### src/rtl/mips_mc_datapath_if.sv
// mips_mc_datapath_if: instruction and data memory bus of the multi-cycle MIPS datapath.
interface mips_mc_datapath_if #(parameter int PC_W = 10);
   logic            imem_req;
   logic [PC_W-1:0] imem_addr;
   logic [31:0]     imem_rdata;
   logic            imem_ack;
   logic            dmem_req;
   logic            dmem_we;
   logic [31:0]     dmem_addr;
   logic [31:0]     dmem_wdata;
   logic [31:0]     dmem_rdata;
   logic            dmem_ack;
   modport master (output imem_req, imem_addr, dmem_req, dmem_we, dmem_addr, dmem_wdata,
                   input imem_rdata, imem_ack, dmem_rdata, dmem_ack);
   modport slave (input imem_req, imem_addr, dmem_req, dmem_we, dmem_addr, dmem_wdata,
                  output imem_rdata, imem_ack, dmem_rdata, dmem_ack);
endinterface

### src/rtl/mips_mc_datapath.sv
// mips_mc_datapath: multi-cycle MIPS subset (FETCH/DECODE/EXEC/MEM/WB) with external memory handshakes.
// Define MC_BNE_EN to add bne (opcode 05); otherwise opcode 05 is illegal.
module mips_mc_datapath #(
   parameter int              PC_W     = 10,
   parameter logic [PC_W-1:0] RESET_PC = '0
) (
   input  logic               clk,
   input  logic               reset,
   mips_mc_datapath_if.master bus,
   output logic               retire,
   output logic [31:0]        result,
   output logic               illegal
);
   typedef enum logic [2:0] {FETCH, DECODE, EXEC, MEM, WB} state_t;
   state_t state, state_nx;
   logic [PC_W-1:0] pc;
   logic [31:0] ir, a, b, imm, alu_out, mdr, alu;
   logic [31:0] rf [32];
   logic [5:0] op, fn;
   logic [4:0] dst;
   logic is_r, is_addi, is_lw, is_sw, is_beq, is_bne, is_j, legal, take;
   assign op = ir[31:26];
   assign fn = ir[5:0];
   assign is_r = op == 6'h00 && (fn == 6'h20 || fn == 6'h22 || fn == 6'h24 || fn == 6'h25 || fn == 6'h2A);
   assign is_addi = op == 6'h08;
   assign is_lw = op == 6'h23;
   assign is_sw = op == 6'h2B;
   assign is_beq = op == 6'h04;
   assign is_j = op == 6'h02;
`ifdef MC_BNE_EN
   assign is_bne = op == 6'h05;
`else
   assign is_bne = 1'b0;
`endif
   assign legal = is_r | is_addi | is_lw | is_sw | is_beq | is_bne | is_j;
   assign take = (is_beq && a == b) || (is_bne && a != b);
   assign dst = is_r ? ir[15:11] : ir[20:16];
   assign alu = !is_r ? a + imm :
                fn == 6'h20 ? a + b :
                fn == 6'h22 ? a - b :
                fn == 6'h24 ? a & b :
                fn == 6'h25 ? a | b : {31'b0, $signed(a) < $signed(b)};
   // imem_req is gated by reset so it rises in the very first cycle after release
   assign bus.imem_req = state == FETCH && !reset;
   assign bus.imem_addr = pc;
   assign bus.dmem_req = state == MEM;
   assign bus.dmem_we = state == MEM && is_sw;
   assign bus.dmem_addr = alu_out;
   assign bus.dmem_wdata = b;
   always_ff @(posedge clk or posedge reset)
      if (reset) state <= FETCH;
      else state <= state_nx;
   always_comb begin
      state_nx = state;
      retire = 1'b0;
      case (state)
         FETCH: state_nx = bus.imem_ack ? DECODE : FETCH;
         DECODE: state_nx = EXEC;
         EXEC: begin
            state_nx = (is_r | is_addi) ? WB : (is_lw | is_sw) ? MEM : FETCH;
            retire = !(is_r | is_addi | is_lw | is_sw);
         end
         MEM: begin
            state_nx = !bus.dmem_ack ? MEM : is_lw ? WB : FETCH;
            retire = bus.dmem_ack && is_sw;
         end
         WB: begin
            state_nx = FETCH;
            retire = 1'b1;
         end
         default: state_nx = FETCH;
      endcase
   end
   always_ff @(posedge clk or posedge reset)
      if (reset) begin
         pc <= RESET_PC;
         ir <= '0;
         a <= '0;
         b <= '0;
         imm <= '0;
         alu_out <= '0;
         mdr <= '0;
         result <= '0;
         illegal <= 1'b0;
         rf <= '{default: '0};
      end else begin
         if (state == FETCH && bus.imem_ack) begin
            ir <= bus.imem_rdata;
            pc <= pc + PC_W'(4);
         end
         if (state == DECODE) begin
            a <= rf[ir[25:21]];
            b <= rf[ir[20:16]];
            imm <= {{16{ir[15]}}, ir[15:0]};
         end
         // pc already holds PC+4 here, so branch offsets and illegal NOPs build on it
         if (state == EXEC) begin
            alu_out <= alu;
            if (take) pc <= pc + PC_W'(imm << 2);
            if (is_j) pc <= PC_W'({ir[25:0], 2'b00});
            if (!legal) illegal <= 1'b1;
         end
         if (state == MEM && bus.dmem_ack) mdr <= bus.dmem_rdata;
         if (state == WB) begin
            result <= is_lw ? mdr : alu_out;
            if (dst != 5'd0) rf[dst] <= is_lw ? mdr : alu_out;
         end
      end
endmodule

### src/flat_wrapper.sv
// flat-port wrapper written by rule: the top's interface ports become plain ports
module mips_mc_datapath_flat 
#(
   parameter int              PC_W     = 10,
   parameter logic [PC_W-1:0] RESET_PC = '0
)
  (clk, reset, retire, result, illegal, bus_imem_req, bus_imem_addr, bus_dmem_req, bus_dmem_we, bus_dmem_addr, bus_dmem_wdata, bus_imem_rdata, bus_imem_ack, bus_dmem_rdata, bus_dmem_ack);
  mips_mc_datapath_if #(.PC_W(PC_W)) bus_i ();
  input  logic clk;
  input  logic reset;
  output logic retire;
  output logic [31:0] result;
  output logic illegal;
  output wire logic [$bits(bus_i.imem_req)-1:0] bus_imem_req;
  output wire logic [$bits(bus_i.imem_addr)-1:0] bus_imem_addr;
  output wire logic [$bits(bus_i.dmem_req)-1:0] bus_dmem_req;
  output wire logic [$bits(bus_i.dmem_we)-1:0] bus_dmem_we;
  output wire logic [$bits(bus_i.dmem_addr)-1:0] bus_dmem_addr;
  output wire logic [$bits(bus_i.dmem_wdata)-1:0] bus_dmem_wdata;
  input wire logic [$bits(bus_i.imem_rdata)-1:0] bus_imem_rdata;
  input wire logic [$bits(bus_i.imem_ack)-1:0] bus_imem_ack;
  input wire logic [$bits(bus_i.dmem_rdata)-1:0] bus_dmem_rdata;
  input wire logic [$bits(bus_i.dmem_ack)-1:0] bus_dmem_ack;
  assign bus_imem_req = bus_i.imem_req;
  assign bus_imem_addr = bus_i.imem_addr;
  assign bus_dmem_req = bus_i.dmem_req;
  assign bus_dmem_we = bus_i.dmem_we;
  assign bus_dmem_addr = bus_i.dmem_addr;
  assign bus_dmem_wdata = bus_i.dmem_wdata;
  assign bus_i.imem_rdata = bus_imem_rdata;
  assign bus_i.imem_ack = bus_imem_ack;
  assign bus_i.dmem_rdata = bus_dmem_rdata;
  assign bus_i.dmem_ack = bus_dmem_ack;
  mips_mc_datapath #(.PC_W(PC_W), .RESET_PC(RESET_PC)) u_core (.clk(clk), .reset(reset), .bus(bus_i), .retire(retire), .result(result), .illegal(illegal));
endmodule
### config.mk
export PLATFORM = sky130hd
export DESIGN_NAME = mips_mc_datapath_flat
export DESIGN_NICKNAME = d
export VERILOG_FILES = /design/src/rtl/mips_mc_datapath_if.sv /design/src/rtl/mips_mc_datapath.sv /design/src/flat_wrapper.sv
export SDC_FILE = /design/constraint.sdc
export NUM_CORES = 2
export LEC_CHECK = 0
export BUFFER_PORTS_ARGS = -buffer_cell sky130_fd_sc_hd__buf_2
export CAP_MARGIN = 25
export CORE_MARGIN = 2
export CORE_UTILIZATION = 55
export DETAILED_ROUTE_END_ITERATION = 8
export HOLD_SLACK_MARGIN = 0.02
export PLACE_DENSITY = 0.74
export SLEW_MARGIN = 25
export SYNTH_ARGS = -nofsm -noshare
export SYNTH_HDL_FRONTEND = slang
export SYNTH_SLANG_ARGS = --single-unit
export TNS_END_PERCENT = 20
### constraint.sdc
create_clock -name clk -period 39.4 [get_ports clk]
set_input_delay 1.97 -clock clk [delete_from_list [all_inputs] [get_ports clk]]
set_output_delay 1.97 -clock clk [all_outputs]
set_load 0.02 [all_outputs]
=== Word-level counts from Yosys, hierarchy flattened ===
Index checks and enable logic that the tools add are counted.

* Register bits: 1,246
* Bits of input ports: 68
* Output and inout bits: 111
* Logic and storage cells: 125

* Add/subtract/negate cells: 5
* $lt $le $gt $ge: 5
* Equal/unequal tests: 15
* Multiplexer cells: 27
* Bitwise gates (word level): 12
* Reductions and logical operators: 19

{| class="wikitable"
|+ Operator list
! kind !! number
|-
| 1024-bit bitwise mux || 1
|-
| 32-bit 2-to-1 mux || 11
|-
| 32-bit binary-select mux with 5-bit select || 2
|-
| 32-bit demux with 5-bit select || 1
|-
| 32-bit adder || 2
|-
| 6-bit == test, second input constant || 7
|-
| 10-bit 2-to-1 mux || 4
|-
| 32-bit AND || 1
|-
| 32-bit == test || 1
|-
| 32-bit < comparator || 1
|-
| 32-bit OR || 1
|-
| 32-bit subtractor || 1
|-
| 6-bit greater-or-equal comparator, second input constant || 3
|-
| 5-bit NOT with 6-bit output || 3
|-
| 3-bit one-hot mux with 4 select lines || 1
|-
| 10-bit adder || 1
|-
| 10-bit by 3-bit adder with 10-bit output, second input constant || 1
|-
| 3-bit 2-to-1 mux || 3
|-
| 1-bit logical AND || 8
|-
| 3-bit by 2-bit == test with 1-bit output, second input constant || 2
|-
| 6-bit by 2-bit == test with 1-bit output, second input constant || 1
|-
| 6-bit by 3-bit == test with 1-bit output, second input constant || 1
|-
| 6-bit by 4-bit == test with 1-bit output, second input constant || 1
|-
| 6-bit zero test || 1
|-
| other kinds (14) || 24
|}

=== Logic depth before layout (Yosys ltp) ===
* Depth after elaboration: 13
* Mapped depth: 14
* Mapped depth without buffers: 13

=== Worst setup path after synthesis ===
Ideal clock, no wire load.

* Path kind: input to output
* From: input port reset
* To: output port bus_imem_req
* Arrival time: 2.597 ns
* Required time: 37.430 ns
* Setup slack: 34.833 ns
* Stages: 1
* Buffers on the path: 0
* Cell sequence: nor4_1

* Word-level cells in the longest chain between the ends: 2

{| class="wikitable"
|+ RTL lines
! what !! line !! text
|-
| start, declared || flat_wrapper.sv:10 || <nowiki>input logic reset;</nowiki>
|-
| 1-bit zero test || mips_mc_datapath.sv:44 || <nowiki>assign bus.imem_req = state == FETCH && !reset;</nowiki>
|-
| 1-bit logical AND || mips_mc_datapath.sv:44 ||
|-
| end, declared || flat_wrapper.sv:14 || <nowiki>output wire logic [$bits(bus_i.imem_req)-1:0] bus_imem_req;</nowiki>
|}

No other way between the ends.

=== Worst setup path in the final report ===
* From: register u_core.ir[1]
* To: register u_core.rf[929] (netlist bit)

* Word-level cells in the longest chain between the ends: 13
* Elaborated cells between the ends (all ways): 20
* Classes of those cells: order compare (2); eq/ne (5); mux (4); bitwise (1); reduce/logical (8)

{| class="wikitable"
|+ RTL lines
! what !! line !! text
|-
| start, declared || mips_mc_datapath.sv:17 || <nowiki>logic [31:0] ir, a, b, imm, alu_out, mdr, alu;</nowiki>
|-
| start signal, assigned || mips_mc_datapath.sv:88 || <nowiki>ir <= bus.imem_rdata;</nowiki>
|-
| 6-bit == test || mips_mc_datapath.sv:24 || <nowiki>assign is_r = op == 6'h00 && (fn == 6'h20 || fn == 6'h22 || fn == 6'h24 || fn == 6'h25 || fn == 6'h2A);</nowiki>
|-
| 1-bit logical OR (3 in series) || mips_mc_datapath.sv:24 ||
|-
| 1-bit logical OR * || mips_mc_datapath.sv:24 ||
|-
| 1-bit logical AND * || mips_mc_datapath.sv:24 ||
|-
| 5-bit 2-to-1 mux * || mips_mc_datapath.sv:37 || <nowiki>assign dst = is_r ? ir[15:11] : ir[20:16];</nowiki>
|-
| 5-bit NOT with 6-bit output || mips_mc_datapath.sv:106 || <nowiki>if (dst != 5'd0) rf[dst] <= is_lw ? mdr : alu_out;</nowiki>
|-
| 6-bit greater-or-equal comparator (implied by the code) or 6-bit by 1-bit < comparator with 1-bit output (tied branches) || mips_mc_datapath.sv:106 ||
|-
| 1-bit logical AND (implied by the code) || mips_mc_datapath.sv:106 ||
|-
| 32-bit 2-to-1 mux || mips_mc_datapath.sv:106 ||
|-
| 32-bit demux with 5-bit select || mips_mc_datapath.sv:106 ||
|-
| 1024-bit bitwise mux || mips_mc_datapath.sv:106 ||
|-
| end signal, assigned by index || mips_mc_datapath.sv:106 ||
|-
| end, declared || mips_mc_datapath.sv:18 || <nowiki>logic [31:0] rf [32];</nowiki>
|}

Mark *: on every way between the ends. The rest lies on a longest branch, timed or not.
A chain may end at the register's enable or synchronous reset.

==> results.json <==
{
  "outcome": "finished clean",
  "cp_data_required_time_ns": 40.08,
  "worstPathArrival_ns": 6.06,
  "initial_antenna_violation_count": 5,
  "layout.filler_cells": 9374,
  "synth_simple_gate_area_share_pct": 8.94,
  "yosys-mux-area-fraction_pct": 24.4,
  "cellPowerDensity_mw_per_mm2": 71.2,
  "area.growth.synth_to_final_pct": 9.33,
  "synth_top_cell_by_area": "sky130_fd_sc_hd__dfrtp_1",
  "max_cap_viol_count": 0,
  "power.static_leakage_nw": 32.1,
  "setup_violations": 0,
  "cts-buffers-inserted": 131,
  "critPathLaunchType": "flop",
  "clockRootBuffer": "sky130_fd_sc_hd__clkbuf_16",
  "ant_nets": 0,
  "hold_crit_class": "reg2reg",
  "synth_compound_area_share_pct": 12.4,
  "synth_common_cells": "sky130_fd_sc_hd__dfrtp_1, sky130_fd_sc_hd__nand2_1, sky130_fd_sc_hd__o21ai_0",
  "avgSynthCellArea_um2": 11.3,
  "layout_min_cycle_time_ns": 5.38,
  "regToRegStartpoint": "u_core.ir[1]",
  "yosys_cell_types": 85,
  "grt_start_max_net_pins": 177,
  "detail_route.wirelength_um": 203000,
  "max_slew_violation_total_from_the_final_report": 0,
  "post_route_cells_drive_above_1_share_pct": 22.3,
  "core-area_mm2": 0.121,
  "timing.slew.headroom_pct": 24.1,
  "timing.hold.ws_ns": 0.398,
  "area_taken_by_flip_flops_and_latches_mm2": 0.0312,
  "clk_transition_reported_paths_ns": 0.06,
  "timing.setup.critical_path_class": "reg2reg",
  "firstDrtPassIters": 8,
  "synthXorXnorAreaFrac_pct": 0.783,
  "final-hold-violation-count": 0,
  "number_of_flops_mapped_to_enable_cells_by_yosys": 0,
  "postCtsSetupBuffers": 0,
  "synth_area_mm2": 0.0671,
  "setup.worst_path.start": "u_core.ir[1]",
  "dpl.hpwl_um": 121000,
  "ios": 179,
  "setup-tns-final_ns": 0,
  "grt_pass1_vias": 50800,
  "cts-root-to-sink-buffers": 3,
  "initial_core_utilization_pct": 55.3,
  "dieHeight_um": 353,
  "htree_levels": 4,
  "area_share_of_fa_ha_maj_cells_after_synthesis_pct": 2.64,
  "yosys.area.top_type_share_pct": 46.4,
  "grt_overflow_total": 0,
  "fp_rows": 128,
  "power_mw": 5.23,
  "ys_seq_elements": 1244,
  "chipWidth_um": 353,
  "first_pass_grt_wire_length_um": 309000,
  "cts_sinks": 1244,
  "synth-warning-count": 0,
  "timing.final.crit_share_pct": 13.7,
  "post_synthesis_cells": 5953,
  "tritoncts_clock_tree": "yes",
  "hp-start": "u_core.rf[1014]",
  "gp_routability_congestion": 0.943,
  "vdd_drop_max_mv": 0.0728,
  "endpoint_kind": "flop",
  "finalClockSkew_ns": 0.0358,
  "insertion_delay_ns": 0.77,
  "ys_top_cells_by_area": "sky130_fd_sc_hd__dfrtp_1, sky130_fd_sc_hd__mux4_2, sky130_fd_sc_hd__o21ai_0",
  "routed_wirelength_normalized_by_instance_count_um": 27.0,
  "post_drt_via_cell_ratio": 6.68,
  "die_area_mm2": 0.125,
  "ys.flop_type": "sky130_fd_sc_hd__dfrtp_1",
  "port_buffers": 176,
  "hold_buffers": 0,
  "first_iter_violations": 6117,
  "vias": 50200,
  "synth_sequential_area_ratio_pct": 46.4,
  "synthArstFlopShare_pct": 100,
  "finalNetCount": 5991,
  "post-synth-top-count-cell": "sky130_fd_sc_hd__dfrtp_1",
  "maxClockFrequency_mhz": 186,
  "tot_gr_track_use_pct": 32.8,
  "max_slew.worst_pin.slew_ns": 1.14,
  "main_combinational_cell_family_by_area_after_synthesis": "multiplexers",
  "rsz0062_at_grt": "no",
  "multi_input_area_mm2": 0.0334,
  "gates_resized_cts_repair": 0,
  "drc_errors": 0,
  "worstPathMaxFanout": 55
}
## layout by cell type (no fill, tap or decap), types with 10 or more instances in the layout
master,Yosys,final
sky130_fd_sc_hd__xor2_1,16,16
sky130_fd_sc_hd__clkinv_2,0,17
sky130_fd_sc_hd__xnor2_1,44,44
sky130_fd_sc_hd__nor2_1,565,565
sky130_fd_sc_hd__clkbuf_8,0,31
sky130_fd_sc_hd__nand2_1,729,712
sky130_fd_sc_hd__ha_1,135,135
sky130_fd_sc_hd__buf_4,19,67
sky130_fd_sc_hd__nand3_1,28,28
sky130_fd_sc_hd__o211ai_1,10,10
sky130_fd_sc_hd__clkbuf_16,0,136
sky130_fd_sc_hd__nor4_1,12,11
sky130_fd_sc_hd__o21ai_0,667,667
sky130_fd_sc_hd__a211oi_1,22,22
sky130_fd_sc_hd__a221oi_1,20,20
sky130_fd_sc_hd__o21ai_1,43,43
sky130_fd_sc_hd__a22oi_1,13,13
sky130_fd_sc_hd__o22ai_1,24,24
sky130_fd_sc_hd__mux2i_1,111,79
sky130_fd_sc_hd__nand4_1,10,10
sky130_fd_sc_hd__nand2b_1,15,15
sky130_fd_sc_hd__mux2i_2,0,22
sky130_fd_sc_hd__o21bai_1,15,15
sky130_fd_sc_hd__mux4_2,640,640
sky130_fd_sc_hd__nor2b_1,17,14
sky130_fd_sc_hd__mux2_2,75,75
sky130_fd_sc_hd__a21oi_1,568,568
sky130_fd_sc_hd__o21a_1,10,10
sky130_fd_sc_hd__o31ai_1,23,22
sky130_fd_sc_hd__buf_8,0,10
sky130_fd_sc_hd__a21o_1,33,33
sky130_fd_sc_hd__nand2_4,4,16
sky130_fd_sc_hd__dfrtp_1,1244,1232
sky130_fd_sc_hd__mux2i_4,0,10
sky130_fd_sc_hd__inv_1,119,118
sky130_fd_sc_hd__clkbuf_1,366,23
sky130_fd_sc_hd__buf_2,87,176
sky130_fd_sc_hd__nor3_1,27,25
## worst max-delay path: stages, from the launching register on
cell	delay [ns]
sky130_fd_sc_hd__dfrtp_2	0.34
sky130_fd_sc_hd__buf_4	0.51
sky130_fd_sc_hd__inv_2	0.42
sky130_fd_sc_hd__a2111oi_4	0.45
sky130_fd_sc_hd__and3_1	0.23
sky130_fd_sc_hd__buf_4	0.42
sky130_fd_sc_hd__mux2i_1	0.71
sky130_fd_sc_hd__nand3b_1	0.39
sky130_fd_sc_hd__nor2b_4	0.70
sky130_fd_sc_hd__buf_4	0.73
sky130_fd_sc_hd__nor2_1	0.13
sky130_fd_sc_hd__a21oi_1	0.17
## kinds of logic (layout without fill, tap and decap cells)
family                     Yosys count  after routing
adders and majority gates          139            139
DFF                               1244           1244
buffers and inverters              695            628
xor gates and xnor gates            60             60
other                                1              3
and+or+nand+nor                   1472           1472
muxes                              826            826
AOI/OAI and AO/OA                 1516           1516
## state kept, by name, indices dropped and copies added (netlist names), 8 cells and up
name,flops
u_core.bus.dmem_wdata,32
u_core.rf,1024
u_core.imm,16
u_core.mdr,32
u_core.bus.dmem_addr,32
u_core.bus.imem_addr,8
u_core.result,32
u_core.a,32
u_core.ir,32
## final timing paths
path,end,slack [ns],cells after the start
max in group asynchronous,u_core.rf[698],34.96,6
min reg2reg,u_core.rf[1014],0.40,0
max reg2reg,u_core.rf[929],34.02,11
min,u_core.rf[1014],0.40,0
max,u_core.rf[929],34.02,11
min in group asynchronous,u_core.state[0],1.38,2
## power breakdown
| part | internal [mW] | switching [mW] | total [mW] |
|---|---|---|---|
| Combinational | 0.874 | 1.41 | 2.29 |
| Clock | 0.734 | 0.538 | 1.27 |
| Sequential | 1.42 | 0.246 | 1.67 |
## final cells by class
| class | instances | share of cell area [%] |
|---|---|---|
| Inverter | 120 | 0.624 |
| Sequential cell | 1244 | 42.5 |
| Clock inverter | 46 | 0.672 |
| Tap cell | 1625 | 2.77 |
| Clock buffer | 190 | 5.34 |
| Antenna cell | 1 | 0.00341 |
| Multi-Input combinational cell | 4015 | 45.5 |
| Timing Repair Buffer | 272 | 2.61 |
## stage by stage
step	util [%]	worst slack, ns	cell area, um2	instances
after floorplan	-	2.38	67100	5954
after global placement	56.5	33.89	68600	7259
after detailed placement	56.6	33.86	68700	7266
after CTS	60.2	33.95	73100	7502
after global routing	60.5	33.79	73400	7513
final	60.5	34.02	73400	7513
## routing by layer
metal	up-vias	part of all wire [%]	GRT usage (%)
met5	-	0.019	0
met2	2860	47	51.1
met4	6	4.5	15.5
met3	583	11	9.74
met1	25500	37	42.4
li1	21200	-	-
Power figures use the tool's default switching activity.
